<file path="src/rtl/lc3b_types.sv">
`default_nettype none
// +----------------------------------------------------------------------------+
// | Package    : lc3b_types                                                    |
// | Purpose    : Shared types for the LC-3b pipeline memory subsystem: the     |
// |              cache-line vector, the memory-arbiter state encoding and the  |
// |              round-robin grant decision used by the arbiter FSM.           |
// | Revision   : 1.0 - initial release                                         |
// +----------------------------------------------------------------------------+
package lc3b_types;

   localparam int LC3B_LINE_WIDTH = 128;

   typedef logic [LC3B_LINE_WIDTH-1:0] lc3b_c_line;

   // Two-bit encoding kept explicit so the values are stable for any
   // downstream logic or waveform tooling that decodes the raw bits.
   typedef enum logic [1:0] {
      arb_idle    = 2'd0,
      arb_serve_i = 2'd1,
      arb_serve_d = 2'd2,
      arb_recover = 2'd3
   } lc3b_arb_state;

   // Grant decision taken from IDLE. On a tie the requester that was not
   // served last wins; last_served is 0 after I, 1 after D.
   function automatic lc3b_arb_state arb_grant(
      input logic i_req,
      input logic d_req,
      input logic last_served
   );
      lc3b_arb_state next;
      next = arb_idle;
      if (i_req && d_req) begin
         next = last_served ? arb_serve_i : arb_serve_d;
      end else if (d_req) begin
         next = arb_serve_d;
      end else if (i_req) begin
         next = arb_serve_i;
      end
      return next;
   endfunction

endpackage
`default_nettype wire

</file>
<file path="src/rtl/mem_arbiter_fsm.sv">
`default_nettype none
// +----------------------------------------------------------------------------+
// | Module     : mem_arbiter_fsm                                               |
// | Purpose    : Registered grant FSM for the I/D-cache memory arbiter.        |
// |              Holds the current grant and the round-robin history bit.      |
// | Ports      : clk       in   system clock                                   |
// |              reset     in   asynchronous active-high reset                 |
// |              i_req     in   I-cache is requesting a line                   |
// |              d_req     in   D-cache is requesting a read or writeback      |
// |              pmem_resp in   physical memory completion pulse               |
// |              state     out  current arbiter state                          |
// | Revision   : 1.0 - initial release                                         |
// +----------------------------------------------------------------------------+
module mem_arbiter_fsm
   import lc3b_types::*;
(
   input  logic          clk,
   input  logic          reset,
   input  logic          i_req,
   input  logic          d_req,
   input  logic          pmem_resp,
   output lc3b_arb_state state
);

   lc3b_arb_state state_q;
   lc3b_arb_state state_d;
   logic          last_served_q;
   logic          last_served_d;

   always_comb begin
      state_d       = state_q;
      last_served_d = last_served_q;
      case (state_q)
         arb_idle: begin
            state_d = arb_grant(i_req, d_req, last_served_q);
         end
         arb_serve_i: begin
            // A dropped request does not end the grant; only memory does.
            if (pmem_resp) begin
               last_served_d = 1'b0;
               state_d       = arb_recover;
            end
         end
         arb_serve_d: begin
            if (pmem_resp) begin
               last_served_d = 1'b1;
               state_d       = arb_recover;
            end
         end
         arb_recover: begin
            // One dead cycle so a requester that drops on its resp edge is
            // not granted again from a stale request.
            state_d = arb_idle;
         end
         default: begin
            state_d = arb_idle;
         end
      endcase
   end

   always_ff @(posedge clk or posedge reset) begin
      if (reset) begin
         state_q       <= arb_idle;
         last_served_q <= 1'b0;
      end else begin
         state_q       <= state_d;
         last_served_q <= last_served_d;
      end
   end

   assign state = state_q;

endmodule
`default_nettype wire

</file>
<file path="src/rtl/mem_arbiter.sv">
`default_nettype none
// +----------------------------------------------------------------------------+
// | Module     : mem_arbiter                                                   |
// | Purpose    : Shares one physical-memory port between the I-cache and       |
// |              D-cache line paths. Transactions are serialised by a          |
// |              registered grant FSM with round-robin tie-breaking; this      |
// |              level only steers signals according to the current grant.     |
// | Ports      : clk, reset                 clock, async active-high reset     |
// |              i_read/i_address           I-cache line read request          |
// |              i_rdata/i_resp             I-cache return data / done pulse   |
// |              d_read/d_write/d_address   D-cache read / writeback request   |
// |              d_wdata                    D-cache writeback data             |
// |              d_rdata/d_resp             D-cache return data / done pulse   |
// |              pmem_read/pmem_write       physical memory strobes            |
// |              pmem_address/pmem_wdata    physical memory address / data     |
// |              pmem_rdata/pmem_resp       physical memory data / done pulse  |
// | Revision   : 1.0 - initial release                                         |
// +----------------------------------------------------------------------------+
module mem_arbiter
   import lc3b_types::*;
#(
   parameter int ADDR_WIDTH = 16,
   parameter int LINE_WIDTH = 128
) (
   input  logic                  clk,
   input  logic                  reset,
   // I-cache side
   input  logic                  i_read,
   input  logic [ADDR_WIDTH-1:0] i_address,
   output logic [LINE_WIDTH-1:0] i_rdata,
   output logic                  i_resp,
   // D-cache side
   input  logic                  d_read,
   input  logic                  d_write,
   input  logic [ADDR_WIDTH-1:0] d_address,
   input  logic [LINE_WIDTH-1:0] d_wdata,
   output logic [LINE_WIDTH-1:0] d_rdata,
   output logic                  d_resp,
   // Physical memory side
   output logic                  pmem_read,
   output logic                  pmem_write,
   output logic [ADDR_WIDTH-1:0] pmem_address,
   output logic [LINE_WIDTH-1:0] pmem_wdata,
   input  logic [LINE_WIDTH-1:0] pmem_rdata,
   input  logic                  pmem_resp
);

   lc3b_arb_state state;
   logic          i_req;
   logic          d_req;

   assign i_req = i_read;
   assign d_req = d_read | d_write;

   mem_arbiter_fsm u_fsm (
      .clk       (clk),
      .reset     (reset),
      .i_req     (i_req),
      .d_req     (d_req),
      .pmem_resp (pmem_resp),
      .state     (state)
   );

   // Everything is zeroed outside a serve state so a late or spurious
   // pmem_resp can never leak through to either cache.
   always_comb begin
      pmem_read    = 1'b0;
      pmem_write   = 1'b0;
      pmem_address = '0;
      pmem_wdata   = '0;
      i_rdata      = '0;
      i_resp       = 1'b0;
      d_rdata      = '0;
      d_resp       = 1'b0;
      case (state)
         arb_serve_i: begin
            // Strobe follows the live request so a withdrawn request is
            // visible to memory immediately.
            pmem_read    = i_read;
            pmem_address = i_address;
            i_rdata      = pmem_rdata;
            i_resp       = pmem_resp;
         end
         arb_serve_d: begin
            // Writeback takes precedence if the cache raises both strobes.
            pmem_write   = d_write;
            pmem_read    = d_read & ~d_write;
            pmem_address = d_address;
            pmem_wdata   = d_wdata;
            d_rdata      = pmem_rdata;
            d_resp       = pmem_resp;
         end
         default: begin
         end
      endcase
   end

endmodule
`default_nettype wire

</file>
<file path="config.mk">
export PLATFORM = sky130hd
export DESIGN_NAME = mem_arbiter
export DESIGN_NICKNAME = d
export VERILOG_FILES = /design/src/rtl/lc3b_types.sv /design/src/rtl/mem_arbiter_fsm.sv /design/src/rtl/mem_arbiter.sv
export SDC_FILE = /design/constraint.sdc
export NUM_CORES = 1
export LEC_CHECK = 0
export BUFFER_PORTS_ARGS = -buffer_cell sky130_fd_sc_hd__buf_2
export CAP_MARGIN = 20
export CORE_AREA = 2 2 268 270
export CTS_BUF_LIST = sky130_fd_sc_hd__clkbuf_4 sky130_fd_sc_hd__clkbuf_8
export DETAILED_ROUTE_END_ITERATION = 8
export DIE_AREA = 0 0 270 272
export GPL_TIMING_DRIVEN = 0
export PLACE_DENSITY = 0.31
export SLEW_MARGIN = 0
export SYNTH_ARGS = -nofsm -noshare
export SYNTH_HDL_FRONTEND = slang
export SYNTH_HIERARCHICAL = 1
export SYNTH_SLANG_ARGS = --single-unit
</file>
<file path="constraint.sdc">
create_clock -name clk -period 3.4 [get_ports clk]
set_input_delay 0.17 -clock clk [delete_from_list [all_inputs] [get_ports clk]]
set_output_delay 0.17 -clock clk [all_outputs]
set_load 0.005 [all_outputs]
</file>
# Word-level counts from Yosys, hierarchy flattened
# Index checks and enable logic that the tools add are counted.
# word_totals
elab_cells,33
ff_bits,3
# op_classes
bitwise,3
n_mux,17
eq_ne,6
reduce_logical,5
# ops
operator,n
$mux W128,3
$pmux W16 S2,1
$mux W2,4
$mux W1,6
$pmux W2 S3,1
$eq A2 B2 Y1 const B,2
$ne A2 B2 Y1 const B,2
$pmux W1 S2,2
$reduce_and A3 Y1,1
$eq A2 B1 Y1 const B,1
$logic_not A2 Y1,1
$ne A2 B1 Y1 const B,1
$reduce_bool A2 Y1,1
$reduce_or A2 Y1,1
$and A1 B1 Y1,1
$logic_and A1 B1 Y1,1
$not A1 Y1,1
$or A1 B1 Y1,1

# Depth between registers and ports, before layout
# Gate-level depths: netlist of run 1.
# depth
depth_word,4
ltp_mapped,6
ltp_nobuf,5

# Modules after synthesis
# Netlist of run 1, hierarchy kept.
# modules_own_cells
module,area_each_um2,n_inst,cells_per_inst,seq_area_each_um2
mem_arbiter,2907.8,1,475,0.0
mem_arbiter_fsm,187.7,1,22,75.1

# Worst setup path before layout of run 1
# Ideal clock, no wire load.
# synth_timing
path_kind,flip-flop to output port
start,"register u_fsm.state_q[0], in the netlist u_fsm/state[0]"
end,output port pmem_address[10]
setup_slack_ps,2014
path_buffers,2
arrival_ps,1216
stages_incl_launch_ff,6
required_ps,3230
cell_sequence,dfrtp_1 -> inv_1 -> ha_1 -> clkbuf_2 -> buf_1 -> nor2_1
# synth_between
elab_chain_len,2
elab_cells_between_ends,3
cone_classes,eq/ne: 2; mux: 1
# synth_lines
item,line_no,text
from (decl),mem_arbiter_fsm.sv:25,lc3b_arb_state state_q;
from (signal assigned),mem_arbiter_fsm.sv:63,state_q <= arb_idle;
from (signal assigned),mem_arbiter_fsm.sv:66,state_q <= state_d;
$eq A2 B2 Y1 / $eq A2 B1 Y1 (equally long branches),mem_arbiter.sv:75,case (state)
$pmux W16 S2 (*),mem_arbiter.sv:75,
to (decl),mem_arbiter.sv:42,"output logic [ADDR_WIDTH-1:0] pmem_address,"
# Every way passes the cells marked *; elsewhere a longest branch is shown, timed or not.

# Worst setup path after layout of run 1
# layout_timing
start,"register u_fsm.state_q[0], in the netlist u_fsm/state[0]"
end,output port d_rdata[95]
# layout_between
elab_chain_len,2
# layout_lines
item,line_no,text
$eq A2 B2 Y1,mem_arbiter.sv:75,
$mux W128,mem_arbiter.sv:75,
to (decl),mem_arbiter.sv:37,"output logic [LINE_WIDTH-1:0] d_rdata,"
# Every way passes these cells.

==> reports/metrics.cfg, run 1 <==
[routing]
drtIter0Drc = 190
vias = 6101
drc = 0
drt_wl_total_um = 33100
vias_per_cell = 2.84
drt-pass1-iter-count = 4
wl_per_cell_um = 15.4
ant_nets = 0

[final_layout]
nFillCells = 8385
mostFrequentLayoutCells = 705 x buf_2, 387 x and2_1, 34 x clkbuf_2
areaGrowthSynthToFinish_pct = 153
final_common_cell = buf_2
final_cells = 2151
fin_nets = 1499
layout-drive-gt1-share_pct = 62.3
design_area_mm2 = 0.00784

[synthesis]
yosys_register_bits = 3
synthCells = 497
synth_area_per_cell_um2 = 6.23
synth.net_count = 796
syn_area_mm2 = 0.00310
yosysSeqAreaShare_pct = 2.43
yosysWarnings = 6
ys_types = 20

[critical_path]
worstPathMaxFanout = 11
cp_common_cell = buf_2
crit_type = reg -> out
cp_top_family = buffers and inverters
cp-start-kind = flip-flop
cpPeakStageDelay_ns = 0.62
cp_cell_sequence = inv_1 -> ha_1 -> buf_2 -> clkbuf_2 -> and2_1 -> buf_2
arrival_ns = 2.54
crit_required_ns = 3.23
critical_path.slowest_cell = ha_1
crit_buf_inv = 4
crit_path_end_kind = output pin

[grt]
grt_usage_pct = 8.22
grt_max_degree = 11
grt_pass1_wl_um = 43300
grt_pass1_vias = 6209
overflow = 0
antenna_found_initial = 5

[cts]
clkTransAtPathRegs_ns = 0.03
clock_path_buffers = 2
cts_buffers = 3
clockRootBuffer = clkbuf_8
cts_tree = built
cts_hold_buffers = 1
cts.sinks = 3
post-cts-setup-buffers = 0
insertion_delay_ns = 0.22
h-tree-depth = 1
post_cts_resized = 0

[floorplan]
die_area_mm2 = 0.0734
fp.dieH_um = 272
die_x_um = 270
initial_core_util_pct = 4.38
io_pins = 698
rows = 98
coreArea_mm2 = 0.0708

[job]
maxCapViolCount = 0

[place]
place_area_mm2 = 0.00777
place_hpwl_um = 30900
dp_cells = 2144
place.gp.congestion = 0.955
pre_cts_ws_ns = 0.758
port_buffers = 697

[sta]
hold_violations = 0
post-route-worst-setup-slack_ns = 0.687
rsz0062_at_grt = false
period_share_pct = 79.8
fmax_mhz = 369
tns_ns = 0
tightest_slew_ns = 0.728
setup_violations = 0
min_period_ns = 2.71
finClkSkew_ns = 0.000522
relSlewSlack_pct = 51.5
drv_slew = 0

[worst_hold_path]
hold_path_class = in -> reg

[pwr]
power.total_mw = 4.47
power.density_mw_per_mm2 = 571
p_leak_nw = 4.78
vdd_drop_max_mv = 0.353

[run_status]
status = complete, no violations

## tightest hold or removal path, cell delays in order
cell and delay (ns):
buf_2 0.12, o211ai_1 0.07, a21oi_1 0.07
## per-stage QoR
| stage | hold slack, ns | utilization (%) |
|---|---|---|
| finish | 0.259 | 11.1 |
| global route | 0.281 | 11.1 |
| CTS | 0.259 | 11.1 |
| detailed placement | 0.0832 | 11.0 |
| global placement | 0.0842 | 11.0 |
| floorplan | -0.0764 | - |
## flip-flops by register name (all words and copies together) (netlist names)
register and flops:
u_fsm/state 2, u_fsm/last_served_q 1
## synth_stat cells (all sizes together)
master  number  share of area (%)
clkbuf      36                5.7
nand3        1               0.16
dfrtp        3                2.4
a21oi        3               0.48
nand2b       1               0.20
inv          6               0.73
o211ai       1               0.24
a22o         1               0.28
buf         12                2.4
ha           5                2.0
or2          1               0.20
and2       387                 78
nand2        5               0.61
a22oi       16                3.9
nand3b       1               0.24
nor2        18                2.2
## layout make-up
type / count / area [um^2] / share of cell area [%]
Buffer: 48 / 251 / 3.21
Clock buffer: 4 / 48.8 / 0.623
Timing Repair Buffer: 698 / 3500 / 44.6
Tap cell: 950 / 1190 / 15.2
Sequential cell: 3 / 75.1 / 0.958
Multi-Input combinational cell: 440 / 2750 / 35.0
Antenna cell: 2 / 5.00 / 0.0639
Inverter: 6 / 22.5 / 0.287
## kinds of logic after synthesis
kind of cell	after synthesis	share of synthesized area, %
AOI/OAI and AO/OA	21	4.89
adders and majority gates	5	2.02
buffers and inverters	54	8.85
DFF	3	2.43
and+or+nand+nor	414	81.8
## layer usage
| layer | routed length [um] | vias up | global-route usage [%] |
|---|---|---|---|
| li1 | - | 2894 | - |
| met1 | 11800 | 2706 | 8.47 |
| met4 | 1580 | 2 | 3.70 |
| met3 | 4100 | 46 | 3.62 |
| met5 | 13 | - | 0 |
| met2 | 15600 | 453 | 14.4 |
## where the power goes
part | leakage, nW | total, mW | switching [mW] | internal [mW]
Sequential | 0.0354 | 0.0806 | 0.0248 | 0.0558
Clock | 0.0262 | 0.113 | 0.0254 | 0.0881
Combinational | 4.72 | 4.28 | 2.41 | 1.86
Total | 4.78 | 4.47 | 2.46 | 2.01
## final timing paths
kind	start	cells past startpoint	end	slack, ns
max reg2reg	u_fsm/state[0]	5	u_fsm/state[1]	2.25
min reg2reg	u_fsm/last_served_q	1	u_fsm/last_served_q	0.54
max in group asynchronous	reset	3	u_fsm/state[0]	2.86
min	i_read	3	u_fsm/state[0]	0.26
max	u_fsm/state[0]	6	d_rdata[95]	0.69
min in group asynchronous	reset	3	u_fsm/last_served_q	0.41
Power figures use the tool's default switching activity.
==> inputs of run 2 (changes only) <==
--- a/config.mk
+++ b/config.mk
@@ -7,12 +7,12 @@
 export LEC_CHECK = 0
 export BUFFER_PORTS_ARGS = -buffer_cell sky130_fd_sc_hd__buf_2
 export CAP_MARGIN = 20
-export CORE_AREA = 2 2 268 270
+export CORE_AREA = 2 2 271 273
 export CTS_BUF_LIST = sky130_fd_sc_hd__clkbuf_4 sky130_fd_sc_hd__clkbuf_8
 export DETAILED_ROUTE_END_ITERATION = 8
-export DIE_AREA = 0 0 270 272
+export DIE_AREA = 0 0 273 275
 export GPL_TIMING_DRIVEN = 0
-export PLACE_DENSITY = 0.31
+export PLACE_DENSITY = 0.3
 export SLEW_MARGIN = 0
 export SYNTH_ARGS = -nofsm -noshare
 export SYNTH_HDL_FRONTEND = slang
==> constraint.sdc (replaced) <==
create_clock -name clk -period 2.7 [get_ports clk]
set_input_delay 0.135 -clock clk [delete_from_list [all_inputs] [get_ports clk]]
set_output_delay 0.135 -clock clk [all_outputs]
set_load 0.005 [all_outputs]
==> reports/metrics.cfg, run 2 (synthesis results as in run 1) <==
[floorplan]
die_x_um = 273  ; was 270 um
io_pins = 698  ; unchanged
initial_core_util_pct = 4.28  ; was 4.38%
coreArea_mm2 = 0.0723  ; was 0.0708 mm^2
rows = 99  ; was 98
fp.dieH_um = 275  ; was 272 um
die_area_mm2 = 0.0751  ; was 0.0734 mm^2

[routing]
wl_met1_um = 15400  ; was 11800 um
drc = 0  ; unchanged
wl_met2_um = 20300  ; was 15600 um
vias = 6300  ; was 6101
wl_per_cell_um = 19.7  ; was 15.4 um
drt-pass1-iter-count = 4  ; unchanged
highest_layer = met5  ; unchanged
drtIter0Drc = 205  ; was 190
wl_met3_um = 5760  ; was 4100 um
ant_nets = 0  ; unchanged
drt_wl_total_um = 42600  ; was 33100 um
vias_per_cell = 2.91  ; was 2.84

[place]
port_buffers = 697  ; unchanged
place.gp.congestion = 0.950  ; was 0.955
place_hpwl_um = 39700  ; was 30900 um

[final_layout]
areaGrowthSynthToFinish_pct = 154  ; was 153%
mostFrequentLayoutCells = 705 x buf_2, 387 x and2_1, 33 x clkbuf_2  ; was 705 x buf_2, 387 x and2_1, 34 x clkbuf_2
final_common_cell = buf_2  ; unchanged
fin_nets = 1499  ; unchanged
layout-drive-gt1-share_pct = 62.3  ; unchanged
post-route-util_pct = 10.9  ; was 11.1%
largest_reg_flops = 2  ; unchanged

[cts]
h-tree-depth = 1  ; unchanged
clockRootBuffer = clkbuf_8  ; unchanged
clock_path_buffers = 2  ; unchanged
cts_buffers = 3  ; unchanged
post-cts-setup-buffers = 0  ; unchanged
cts.sinks = 3  ; unchanged
insertion_delay_ns = 0.22  ; about the same
clkTransAtPathRegs_ns = 0.03  ; about the same
cts_tree = built  ; unchanged

[critical_path]
crit_required_ns = 2.57  ; was 3.23 ns
worstPathMaxFanout = 10  ; was 11
cp-start-kind = flip-flop  ; unchanged
crit_type = reg -> out  ; unchanged
crit_path_end_kind = output pin  ; unchanged
arrival_ns = 2.35  ; was 2.54 ns

[run_status]
status = complete, no violations  ; unchanged

[grt]
grt_usage_pct = 10.3  ; was 8.22%
grt_pass1_wl_um = 52500  ; was 43300 um
grt_pass1_vias = 6322  ; was 6209
grt_max_degree = 11  ; unchanged
overflow = 0  ; unchanged
antenna_found_initial = 27  ; was 5

[sta]
setup_violations = 0  ; unchanged
hold_violations = 0  ; unchanged
rsz0062_at_grt = false  ; unchanged
period_share_pct = 92.0
relSlewSlack_pct = 67.3  ; was 51.5%
fmax_mhz = 402
tns_ns = 0  ; unchanged
drv_slew = 0  ; unchanged
tightest_slew_ns = 0.491  ; was 0.728 ns
min_period_ns = 2.48
finClkSkew_ns = 0.00162  ; was 0.000522 ns

[pwr]
power.density_mw_per_mm2 = 727  ; was 571 mW/mm^2
vdd_drop_max_mv = 0.400  ; was 0.353 mV
p_leak_nw = 4.78  ; about the same

[job]
maxCapViolCount = 0  ; unchanged

[worst_hold_path]
hold_path_class = in -> reg  ; unchanged

## run 2: cell types whose count changed in the layout (fill, tap and decap cells not counted)
cell	delta
clkbuf_2	-1
clkbuf_4	+1
diode_2	+6
## run 2: stage by stage
step	power [mW]	hold WS, ns	cells	setup slack, ns	area [um^2]
2_1_floorplan	2.45	-0.111	497	1.35	3100
3_3_place_gp	5.80	0.00584	2153	0.137	7780
3_5_place_dp	5.69	0.00404	2153	0.137	7780
4_1_cts	5.88	0.256	2158	0.0184	7850
5_1_grt	6.26	0.268	2159	0.0179	7850
6_report	5.72	0.246	2166	0.215	7870
## run 2: what timing repair did
action	CTS	global route
hold buffers	1	0
hold endpoints to repair	3	0
setup endpoints to repair	3	0
resized for setup	1	0
## run 2: report_power, final
| part | switching [mW] | internal, mW | total, mW |
|---|---|---|---|
| registers | 0.0310 | 0.0703 | 0.101 |
| logic | 3.12 | 2.35 | 5.48 |
| clock network | 0.0341 | 0.111 | 0.145 |
| total | 3.19 | 2.54 | 5.72 |
## run 2: layout make-up
| class | count | area (um^2) |
|---|---|---|
| repair buffers | 698 | 3500 |
| well taps | 959 | 1200 |
| clock buffers | 4 | 48.8 |
| plain buffers | 48 | 254 |
| flip-flops and latches | 3 | 75.1 |
| inverters | 6 | 22.5 |
| diodes | 8 | 20.0 |
| multi-input cells | 440 | 2750 |
| fillers | 8638 | 64500 |
## run 2: metal layers
layer / GRT usage (%) / vias to the layer above
li1: - / 2909
met1: 11.1 / 2825
met2: 18.2 / 493
met3: 4.78 / 53
met4: 2.53 / 20
met5: 0 / -
## run 2: final timing paths
kind | startpoint | end | slack (ns) | cells after the start
max in group asynchronous | reset | u_fsm/last_served_q | 2.22 | 3
hold / removal | i_read | u_fsm/state[0] | 0.25 | 3
setup reg to reg | u_fsm/state[0] | u_fsm/state[1] | 1.53 | 5
hold reg to reg | u_fsm/last_served_q | u_fsm/last_served_q | 0.55 | 1
setup / recovery | u_fsm/state[0] | pmem_wdata[126] | 0.22 | 6
min in group asynchronous | reset | u_fsm/state[0] | 0.35 | 3
## run 2: critical path, cell delays in order (launching register included)
cell and delay, ns:
dfrtp_1 0.43, inv_1 0.08, ha_1 0.40, buf_2 0.43, clkbuf_4 0.38, and2_1 0.23
buf_2 0.14
